`config.mk`:
```
export PLATFORM = sky130hd
export DESIGN_NAME = upower_cycle_sequencer_flat
export DESIGN_NICKNAME = d
export VERILOG_FILES = /design/src/rtl/upower_cycle_sequencer_pkg.sv /design/src/rtl/upower_cycle_sequencer_if.sv /design/src/rtl/upower_cycle_sequencer_perf.sv /design/src/rtl/upower_cycle_sequencer.sv /design/src/flat_wrapper.sv
export SDC_FILE = /design/constraint.sdc
export NUM_CORES = 1
export LEC_CHECK = 0
export CAP_MARGIN = 20
export CORE_MARGIN = 4
export CORE_UTILIZATION = 42
export CTS_BUF_LIST = sky130_fd_sc_hd__clkbuf_16
export CTS_CLUSTER_DIAMETER = 100
export DETAILED_ROUTE_END_ITERATION = 8
export HOLD_SLACK_MARGIN = 0.02
export PLACE_DENSITY = 0.79
export SLEW_MARGIN = 0
export SYNTH_ARGS = -nofsm -noshare
export SYNTH_HDL_FRONTEND = slang
export SYNTH_SLANG_ARGS = --single-unit
```
`constraint.sdc`:
```
create_clock -name clk -period 2.1 [get_ports clk]
set_input_delay 0.525 -clock clk [delete_from_list [all_inputs] [get_ports clk]]
set_output_delay 0.525 -clock clk [all_outputs]
set_load 0.01 [all_outputs]
```
`src/rtl/upower_cycle_sequencer_pkg.sv`:
```
// Shared types for the uPOWER multi-cycle sequencer: state encoding, decoded
// control-flag bundle and PC source select values.
package upower_pkg;

  typedef enum logic [2:0] {
    ST_IDLE      = 3'd0,
    ST_FETCH     = 3'd1,
    ST_DECODE    = 3'd2,
    ST_EXECUTE   = 3'd3,
    ST_MEMORY    = 3'd4,
    ST_WRITEBACK = 3'd5,
    ST_TRAP      = 3'd6,
    ST_RSVD      = 3'd7
  } state_t;

  typedef struct packed {
    logic reg_read;
    logic reg_write;
    logic mem_read;
    logic mem_write;
    logic branch;
  } ctrl_flags_t;

  localparam logic PC_SEL_SEQ = 1'b0;
  localparam logic PC_SEL_BR  = 1'b1;

  // No flags at all, or a simultaneous load and store, cannot be executed.
  function automatic logic flags_illegal(input ctrl_flags_t f);
    return (f == '0) || (f.mem_read && f.mem_write);
  endfunction

endpackage

```
`src/rtl/upower_cycle_sequencer_if.sv`:
```
// Handshake bundle between the sequencer, the control unit, the memory ports
// and the datapath enables.
interface upower_cycle_sequencer_if;

  logic       start;
  logic       halt_req;
  logic       reg_read;
  logic       reg_write;
  logic       mem_read;
  logic       mem_write;
  logic       branch;
  logic       branch_taken;
  logic       imem_ready;
  logic       dmem_ready;
  logic       imem_req;
  logic       dmem_req;
  logic       dmem_we;
  logic       ir_load;
  logic       rf_read_en;
  logic       alu_en;
  logic       rf_write_en;
  logic       pc_load;
  logic       pc_sel;
  logic       retire;
  logic       busy;
  logic       trap;
  logic [2:0] state;

  modport master (
    output start, halt_req, reg_read, reg_write, mem_read, mem_write, branch,
           branch_taken, imem_ready, dmem_ready,
    input  imem_req, dmem_req, dmem_we, ir_load, rf_read_en, alu_en,
           rf_write_en, pc_load, pc_sel, retire, busy, trap, state
  );

  modport slave (
    input  start, halt_req, reg_read, reg_write, mem_read, mem_write, branch,
           branch_taken, imem_ready, dmem_ready,
    output imem_req, dmem_req, dmem_we, ir_load, rf_read_en, alu_en,
           rf_write_en, pc_load, pc_sel, retire, busy, trap, state
  );

endinterface

```
`src/rtl/upower_cycle_sequencer_perf.sv`:
```
// Free-running busy-cycle and retired-instruction counters for the sequencer.
module upower_perf_counters #(
  parameter int CNT_W = 32
) (
  input  logic             clk,
  input  logic             rst,
  input  logic             busy,
  input  logic             retire,
  output logic [CNT_W-1:0] instr_cnt,
  output logic [CNT_W-1:0] cycle_cnt
);

  always_ff @(posedge clk) begin
    if (rst) begin
      instr_cnt <= '0;
      cycle_cnt <= '0;
    end else begin
      if (busy)   cycle_cnt <= cycle_cnt + CNT_W'(1);
      if (retire) instr_cnt <= instr_cnt + CNT_W'(1);
    end
  end

endmodule

```
`src/rtl/upower_cycle_sequencer.sv`:
```
// Multi-cycle FETCH/DECODE/EXECUTE/MEMORY/WRITEBACK sequencer with halt and
// illegal-instruction trap. Define UPOWER_SEQ_PERF_EN to add performance counters.
module upower_cycle_sequencer
  import upower_pkg::*;
#(
  parameter int CNT_W = 32
) (
  input  logic                     clk,
  input  logic                     rst,
  upower_cycle_sequencer_if.slave  bus
`ifdef UPOWER_SEQ_PERF_EN
  ,
  output logic [CNT_W-1:0]         instr_cnt,
  output logic [CNT_W-1:0]         cycle_cnt
`endif
);

  state_t      state_q, state_d;
  ctrl_flags_t flags_q, flags_in;
  logic        halt_pend_q;
  state_t      boundary;

  assign flags_in = '{reg_read:  bus.reg_read,  reg_write: bus.reg_write,
                      mem_read:  bus.mem_read,  mem_write: bus.mem_write,
                      branch:    bus.branch};
  assign boundary = halt_pend_q ? ST_IDLE : ST_FETCH;

  always_ff @(posedge clk) begin
    if (rst) begin
      state_q     <= ST_IDLE;
      flags_q     <= '0;
      halt_pend_q <= 1'b0;
    end else begin
      state_q <= state_d;
      if (state_q == ST_DECODE) flags_q <= flags_in;
      // A halt request is remembered until the sequencer actually reaches IDLE.
      if (state_d == ST_IDLE && state_q != ST_IDLE) halt_pend_q <= 1'b0;
      else if (bus.halt_req)                        halt_pend_q <= 1'b1;
    end
  end

  always_comb begin
    state_d         = state_q;
    bus.imem_req    = 1'b0;
    bus.dmem_req    = 1'b0;
    bus.dmem_we     = 1'b0;
    bus.ir_load     = 1'b0;
    bus.rf_read_en  = 1'b0;
    bus.alu_en      = 1'b0;
    bus.rf_write_en = 1'b0;
    bus.pc_load     = 1'b0;
    bus.pc_sel      = PC_SEL_SEQ;
    bus.retire      = 1'b0;
    unique case (state_q)
      ST_IDLE: begin
        if (bus.start) state_d = ST_FETCH;
      end
      ST_FETCH: begin
        bus.imem_req = 1'b1;
        if (bus.imem_ready) begin
          bus.ir_load = 1'b1;
          state_d     = ST_DECODE;
        end
      end
      ST_DECODE: begin
        bus.rf_read_en = bus.reg_read;
        state_d        = flags_illegal(flags_in) ? ST_TRAP : ST_EXECUTE;
      end
      ST_EXECUTE: begin
        bus.alu_en = 1'b1;
        if (flags_q.branch) begin
          // Unconditional branches carry no register operand and always redirect.
          bus.pc_load = 1'b1;
          bus.pc_sel  = (bus.branch_taken || !flags_q.reg_read) ? PC_SEL_BR : PC_SEL_SEQ;
          bus.retire  = 1'b1;
          state_d     = boundary;
        end else if (flags_q.mem_read || flags_q.mem_write) begin
          state_d = ST_MEMORY;
        end else begin
          state_d = ST_WRITEBACK;
        end
      end
      ST_MEMORY: begin
        bus.dmem_req = 1'b1;
        bus.dmem_we  = flags_q.mem_write;
        if (bus.dmem_ready) begin
          if (flags_q.mem_write) begin
            bus.pc_load = 1'b1;
            bus.retire  = 1'b1;
            state_d     = boundary;
          end else begin
            state_d = ST_WRITEBACK;
          end
        end
      end
      ST_WRITEBACK: begin
        bus.rf_write_en = flags_q.reg_write;
        bus.pc_load     = 1'b1;
        bus.retire      = 1'b1;
        state_d         = boundary;
      end
      ST_TRAP: begin
        state_d = ST_TRAP;
      end
      default: begin
        state_d = ST_IDLE;
      end
    endcase
  end

  assign bus.state = state_q;
  assign bus.busy  = (state_q != ST_IDLE) && (state_q != ST_TRAP);
  assign bus.trap  = (state_q == ST_TRAP);

`ifdef UPOWER_SEQ_PERF_EN
  upower_perf_counters #(.CNT_W(CNT_W)) u_perf (
    .clk       (clk),
    .rst       (rst),
    .busy      (bus.busy),
    .retire    (bus.retire),
    .instr_cnt (instr_cnt),
    .cycle_cnt (cycle_cnt)
  );
`else
  localparam int unused_cnt_w = CNT_W;
`endif

endmodule

```
`src/flat_wrapper.sv`:
```
// flat-port wrapper written by rule: the top's interface ports become plain ports
module upower_cycle_sequencer_flat import upower_pkg::*;
#(
  parameter int CNT_W = 32
)
  (clk, rst, bus_start, bus_halt_req, bus_reg_read, bus_reg_write, bus_mem_read, bus_mem_write, bus_branch, bus_branch_taken, bus_imem_ready, bus_dmem_ready, bus_imem_req, bus_dmem_req, bus_dmem_we, bus_ir_load, bus_rf_read_en, bus_alu_en, bus_rf_write_en, bus_pc_load, bus_pc_sel, bus_retire, bus_busy, bus_trap, bus_state);
  upower_cycle_sequencer_if bus_i ();
  input  logic clk;
  input  logic rst;
  input wire logic [$bits(bus_i.start)-1:0] bus_start;
  input wire logic [$bits(bus_i.halt_req)-1:0] bus_halt_req;
  input wire logic [$bits(bus_i.reg_read)-1:0] bus_reg_read;
  input wire logic [$bits(bus_i.reg_write)-1:0] bus_reg_write;
  input wire logic [$bits(bus_i.mem_read)-1:0] bus_mem_read;
  input wire logic [$bits(bus_i.mem_write)-1:0] bus_mem_write;
  input wire logic [$bits(bus_i.branch)-1:0] bus_branch;
  input wire logic [$bits(bus_i.branch_taken)-1:0] bus_branch_taken;
  input wire logic [$bits(bus_i.imem_ready)-1:0] bus_imem_ready;
  input wire logic [$bits(bus_i.dmem_ready)-1:0] bus_dmem_ready;
  output wire logic [$bits(bus_i.imem_req)-1:0] bus_imem_req;
  output wire logic [$bits(bus_i.dmem_req)-1:0] bus_dmem_req;
  output wire logic [$bits(bus_i.dmem_we)-1:0] bus_dmem_we;
  output wire logic [$bits(bus_i.ir_load)-1:0] bus_ir_load;
  output wire logic [$bits(bus_i.rf_read_en)-1:0] bus_rf_read_en;
  output wire logic [$bits(bus_i.alu_en)-1:0] bus_alu_en;
  output wire logic [$bits(bus_i.rf_write_en)-1:0] bus_rf_write_en;
  output wire logic [$bits(bus_i.pc_load)-1:0] bus_pc_load;
  output wire logic [$bits(bus_i.pc_sel)-1:0] bus_pc_sel;
  output wire logic [$bits(bus_i.retire)-1:0] bus_retire;
  output wire logic [$bits(bus_i.busy)-1:0] bus_busy;
  output wire logic [$bits(bus_i.trap)-1:0] bus_trap;
  output wire logic [$bits(bus_i.state)-1:0] bus_state;
  assign bus_i.start = bus_start;
  assign bus_i.halt_req = bus_halt_req;
  assign bus_i.reg_read = bus_reg_read;
  assign bus_i.reg_write = bus_reg_write;
  assign bus_i.mem_read = bus_mem_read;
  assign bus_i.mem_write = bus_mem_write;
  assign bus_i.branch = bus_branch;
  assign bus_i.branch_taken = bus_branch_taken;
  assign bus_i.imem_ready = bus_imem_ready;
  assign bus_i.dmem_ready = bus_dmem_ready;
  assign bus_imem_req = bus_i.imem_req;
  assign bus_dmem_req = bus_i.dmem_req;
  assign bus_dmem_we = bus_i.dmem_we;
  assign bus_ir_load = bus_i.ir_load;
  assign bus_rf_read_en = bus_i.rf_read_en;
  assign bus_alu_en = bus_i.alu_en;
  assign bus_rf_write_en = bus_i.rf_write_en;
  assign bus_pc_load = bus_i.pc_load;
  assign bus_pc_sel = bus_i.pc_sel;
  assign bus_retire = bus_i.retire;
  assign bus_busy = bus_i.busy;
  assign bus_trap = bus_i.trap;
  assign bus_state = bus_i.state;
  upower_cycle_sequencer #(.CNT_W(CNT_W)) u_core (.clk(clk), .rst(rst), .bus(bus_i));
endmodule
```
; Word level (Yosys, flattened, before mapping)
; Cells that the tools add are included.
[classes]
muxes = 24
eq_ne = 7
reduce_logical = 12
[op_table]
columns = operator, n
row1 = $pmux W3 S7, 1
row2 = $mux W3, 6
row3 = $mux W1, 16
row4 = $eq A3 B3 Y1 const B, 3
row5 = $eq A3 B2 Y1 const B, 2
row6 = $logic_not A3 Y1, 2
row7 = $logic_not A5 Y1, 1
row8 = $eq A3 B1 Y1 const B, 1
row9 = $logic_and A1 B1 Y1, 3
row10 = $logic_or A1 B1 Y1, 3
row11 = $ne A3 B3 Y1 const B, 1
row12 = $pmux W1 S3, 1
row13 = $reduce_bool A3 Y1, 1
row14 = $reduce_or A2 Y1, 1
row15 = $logic_not A1 Y1, 1
[word_totals]
input_bits = 12
word_cells = 50
output_inout_bits = 15
reg_bits = 9

; Depth between registers and ports, before layout
[logic_depth]
depth_word = 7
ltp_mapped = 5
depth_no_buf = 4

; Worst setup path after synthesis
; No wires, ideal clock.
[synth_path]
path_kind = register to output
from = register u_core.state_q[0], in the netlist u_core.bus.state[0]
to = output port bus_ir_load
path_slack_ns = 0.344
stages_incl_launch_ff = 4
required_time_ns = 1.575
t_arrival_ns = 1.231
path_buffers = 1
cell_sequence = dfxtp_1 -> buf_2 -> nor3b_1 -> and2_1
[synth_between]
elab_chain_cells = 2
[synth_rtl]
columns = element, line_no
row1 = "start, declared", upower_cycle_sequencer.sv:18  ; state_t state_q, state_d;
row2 = "start signal, assigned", upower_cycle_sequencer.sv:34  ; state_q <= state_d;
row3 = $eq A3 B1 Y1, upower_cycle_sequencer.sv:54  ; unique case (state_q)
row4 = $mux W1, upower_cycle_sequencer.sv:54
row5 = "end, declared", flat_wrapper.sv:23  ; output wire logic [$bits(bus_i.ir_load)-1:0] bus_ir_load;
; Every way passes these cells.

; Worst setup path in the final report
[layout_path]
from = register u_core.state_q[1], in the netlist u_core.bus.state[1]
to = output port bus_imem_req
[layout_between]
elab_chain_cells = 2
[layout_rtl]
columns = element, line_no
row1 = $eq A3 B1 Y1, upower_cycle_sequencer.sv:54
row2 = $mux W1, upower_cycle_sequencer.sv:54
row3 = "end, declared", flat_wrapper.sv:20  ; output wire logic [$bits(bus_i.imem_req)-1:0] bus_imem_req;
; Every way passes these cells.

==> qor.log <==
INFO  die            num_io_pins=27
INFO  drt            wl_per_cell=14.0µm
INFO  placement      io_buffer_count=26
INFO  drt            post-route-drc-count=0
INFO  sta            final.setup_skew=0.00141ns
INFO  drt            finalWirelength=1730µm
INFO  sta            final_max_slew_viol_count=0
INFO  sta            finalWorstPathRequiredPeriod=2.02ns
INFO  drt            detailedRoute.firstPassIterationCount=4
INFO  cells_and_area post_layout_inst_area=1000µm²
INFO  setup_path     startpoint_type=register
INFO  clock_tree     max-clock-path-buffers=2
INFO  grt            grtUsageMet3=0.0791
INFO  yosys          count_of_distinct_cell_types_in_the_synthesized_netlist=33
INFO  clock_tree     path_clk_slew=0.04ns
INFO  grt            first_global_vias=617
INFO  die            placementRows=13
INFO  sta            hold_ws=0.493ns
INFO  grt            use_met2=0.323
INFO  die            dieHeight=45.5µm
INFO  die            floorplan.core_area=1320µm²
INFO  setup_path     timing.critical_path.fanout_max=9
INFO  grt            grt_first_pass_wirelength=2750µm
INFO  clock_tree     cts_buffer_count=3
INFO  grt            grt_start_max_net_pins=12
INFO  hold_path      hold_path_class=register to register
INFO  yosys          simple_logic_cell_fraction_of_the_synthesized_area=0.335
INFO  yosys          ys.warnings.count=0
INFO  cells_and_area filler_cells_inserted=108
INFO  yosys          post_synth_mux_area_share=0.0508
INFO  setup_path     setup.worst_path.class=register to output port
INFO  yosys          postSynthNetCount=84
INFO  sta            normalized_max_slew_margin=0.744
INFO  clock_tree     worstSkewPairLatency=0.23ns
INFO  clock_tree     clkSinkCount=9
INFO  die            chipWidth=45.5µm
INFO  yosys          synth-seq-area-share=0.305
INFO  sta            layout_worst_path_cycle_share=0.960
INFO  grt            busiest_layer=met2
INFO  clock_tree     cts-htree-levels=1
INFO  drt            detailedRoute.firstIterationViolations=7
INFO  grt            initial_antenna_violation_count=0
INFO  sta            max_clock_freq=496MHz
INFO  yosys          synth_largest_area_cell=dfxtp_1
INFO  placement      detailed_place.area=917µm²
INFO  clock_tree     clock-root-buffer=clkbuf_16
INFO  drt            num_vias=641
INFO  yosys          average_size_of_a_mapped_cell=8.20µm²
INFO  sta            hold_violations=0
INFO  outcome        outcome=complete, no violations
INFO  die            design.die.area=2070µm²
INFO  power_and_ir_drop p_leak=0.459nW
INFO  placement      placedCellCount=119
INFO  yosys          netlist.area_leader.share=0.305
INFO  drt            vias_per_cell=5.17
INFO  run            maxCapViolations=0
INFO  yosys          synthesized_area_fraction_occupied_by_ao_oa_aoi_and_oai_cells=0.225
INFO  drt            drtAntennaViolNets=0
INFO  setup_path     critPathArrivalTime=1.49ns
INFO  setup_path     critPathCaptureType=output port
INFO  setup_path     cp_data_required_time=1.57ns
INFO  grt            grtUsageTotal=0.190
INFO  yosys          synth_seq_cells=9
INFO  cells_and_area final-instance-count-excl-fill=124
INFO  yosys          synth.top_cells.by_area=dfxtp_1, nor2_1, mux2i_1, a21oi_1, and3_1
INFO  sta            setup_viol=0
INFO  grt            grt.overflow.total=0
INFO  cells_and_area final_net_count=122
INFO  sta            grt_setup_unrepaired=no
INFO  cells_and_area sequential_cell_area=189µm²
INFO  die            initial_utilization=0.448
INFO  yosys          netlist_instances=72
INFO  sta            worst_pin_slew=0.382ns
INFO  cells_and_area fraction_of_final_layout_cells_with_drive_strength_greater_than_1=0.257
INFO  placement      detailed_place_hpwl=1290µm
INFO  power_and_ir_drop pwr_density_cell=701nW/µm²
INFO  sta            fin_setup_tns=0ns
INFO  yosys          synth_top_family_by_area=simple AND/OR/NAND/NOR gates
INFO  power_and_ir_drop irDropWorstVdd=0.000620V
INFO  cells_and_area multi_input_comb_area=365µm²
INFO  yosys          synth_fa_ha_area_frac=0
INFO  yosys          netlist_area=591µm²
INFO  clock_tree     cts_tree=built
INFO  yosys          synthXorXnorAreaFrac=0
INFO  cells_and_area syn2layout_area_growth=69.9%
INFO  placement      globalplace.congestion=0.831
INFO  grt            grt.met1_usage=0.213
INFO  cells_and_area antenna_cells_inserted=0
-- cells by family after synthesis --
family / after synthesis
simple gates: 34
mux: 3
buf+inv: 9
flops: 9
compound gates: 17
-- synthesized netlist by cell type, drive strengths merged --
cell / count
a211oi: 1
a21oi: 4
a22o: 1
a22oi: 1
a311oi: 1
a31oi: 1
a41oi: 1
and2: 2
and2b: 1
and3: 3
buf: 5
dfxtp: 9
inv: 4
mux2i: 3
nand2: 4
nand2b: 3
nand3b: 2
nor2: 11
nor2b: 1
nor3b: 2
nor4: 1
o211ai: 1
o21ai: 3
o21bai: 1
o22ai: 1
o31ai: 1
or3: 3
or4: 1
-- flip-flops by register name, summed over array words and instances, names as in the netlist --
name and count:
u_core.flags_q 5, u_core.halt_pend_q 1, u_core.bus.state 3
-- worst max-delay path, stage by stage (launching register included) --
cell and delay (ns):
dfxtp_4 0.36, buf_4 0.16, nor3b_2 0.17, clkdlybuf4s50_1 0.56
-- what timing repair did --
action                     CTS  global route
pin swaps                    0             1
cloned                       0             0
setup endpoints to repair   11             4
buffers inserted             0             1
gates resized for setup     14             5
hold buffers                 0             0
-- layout by cell type, fill, tap and decap left out, drive strengths merged, types with 2 or more instances in the layout --
cell / count
buf: 12
dlygate4sd2: 6
and2: 2
nor3b: 2
nand2b: 3
clkdlybuf4s50: 17
nand2: 4
dfxtp: 9
a21oi: 4
o21ai: 3
and3: 3
nor2: 11
inv: 4
or3: 3
clkbuf: 5
mux2i: 3
nand3b: 2
-- cell type report --
class                   instances  area share
clock buffers                   3      0.0748
multi-input cells              54       0.364
well taps                      15      0.0187
inverters                       4      0.0150
flip-flops and latches          9       0.188
repair buffers                 38       0.334
clock inverters                 1     0.00499
-- worst paths after layout --
kind                       start                 end  slack (ns)  cells past startpoint
max reg2reg  u_core.bus.state[2]  u_core.halt_pend_q        0.72                      4
min reg2reg    u_core.flags_q[3]   u_core.flags_q[3]        0.49                      2
min            u_core.flags_q[3]   u_core.flags_q[3]        0.49                      2
max          u_core.bus.state[1]        bus_imem_req        0.08                      3
-- power breakdown --
part / internal, W / switching (W)
clock network: 0.000251 / 0.0000826
logic: 0.0000969 / 0.0000716
registers: 0.000184 / 0.0000173
total: 0.000532 / 0.000172
-- per-layer routing --
layer,part of all wire,vias to the layer above
met4,0.0052,0
met1,0.41,294
met3,0.046,2
met5,0,-
li1,-,332
met2,0.53,13
-- through the flow --
step | power [W] | utilization | setup slack (ns)
global route | 0.000738 | 0.762 | 0.0114
global placement | 0.000373 | 0.696 | -0.273
detailed placement | 0.000374 | 0.696 | -0.283
finish | 0.000703 | 0.762 | 0.0842
CTS | 0.000710 | 0.760 | 0.0105
floorplan | 0.000285 | - | 0.344
Note: power is estimated with default switching activity, not from simulation.
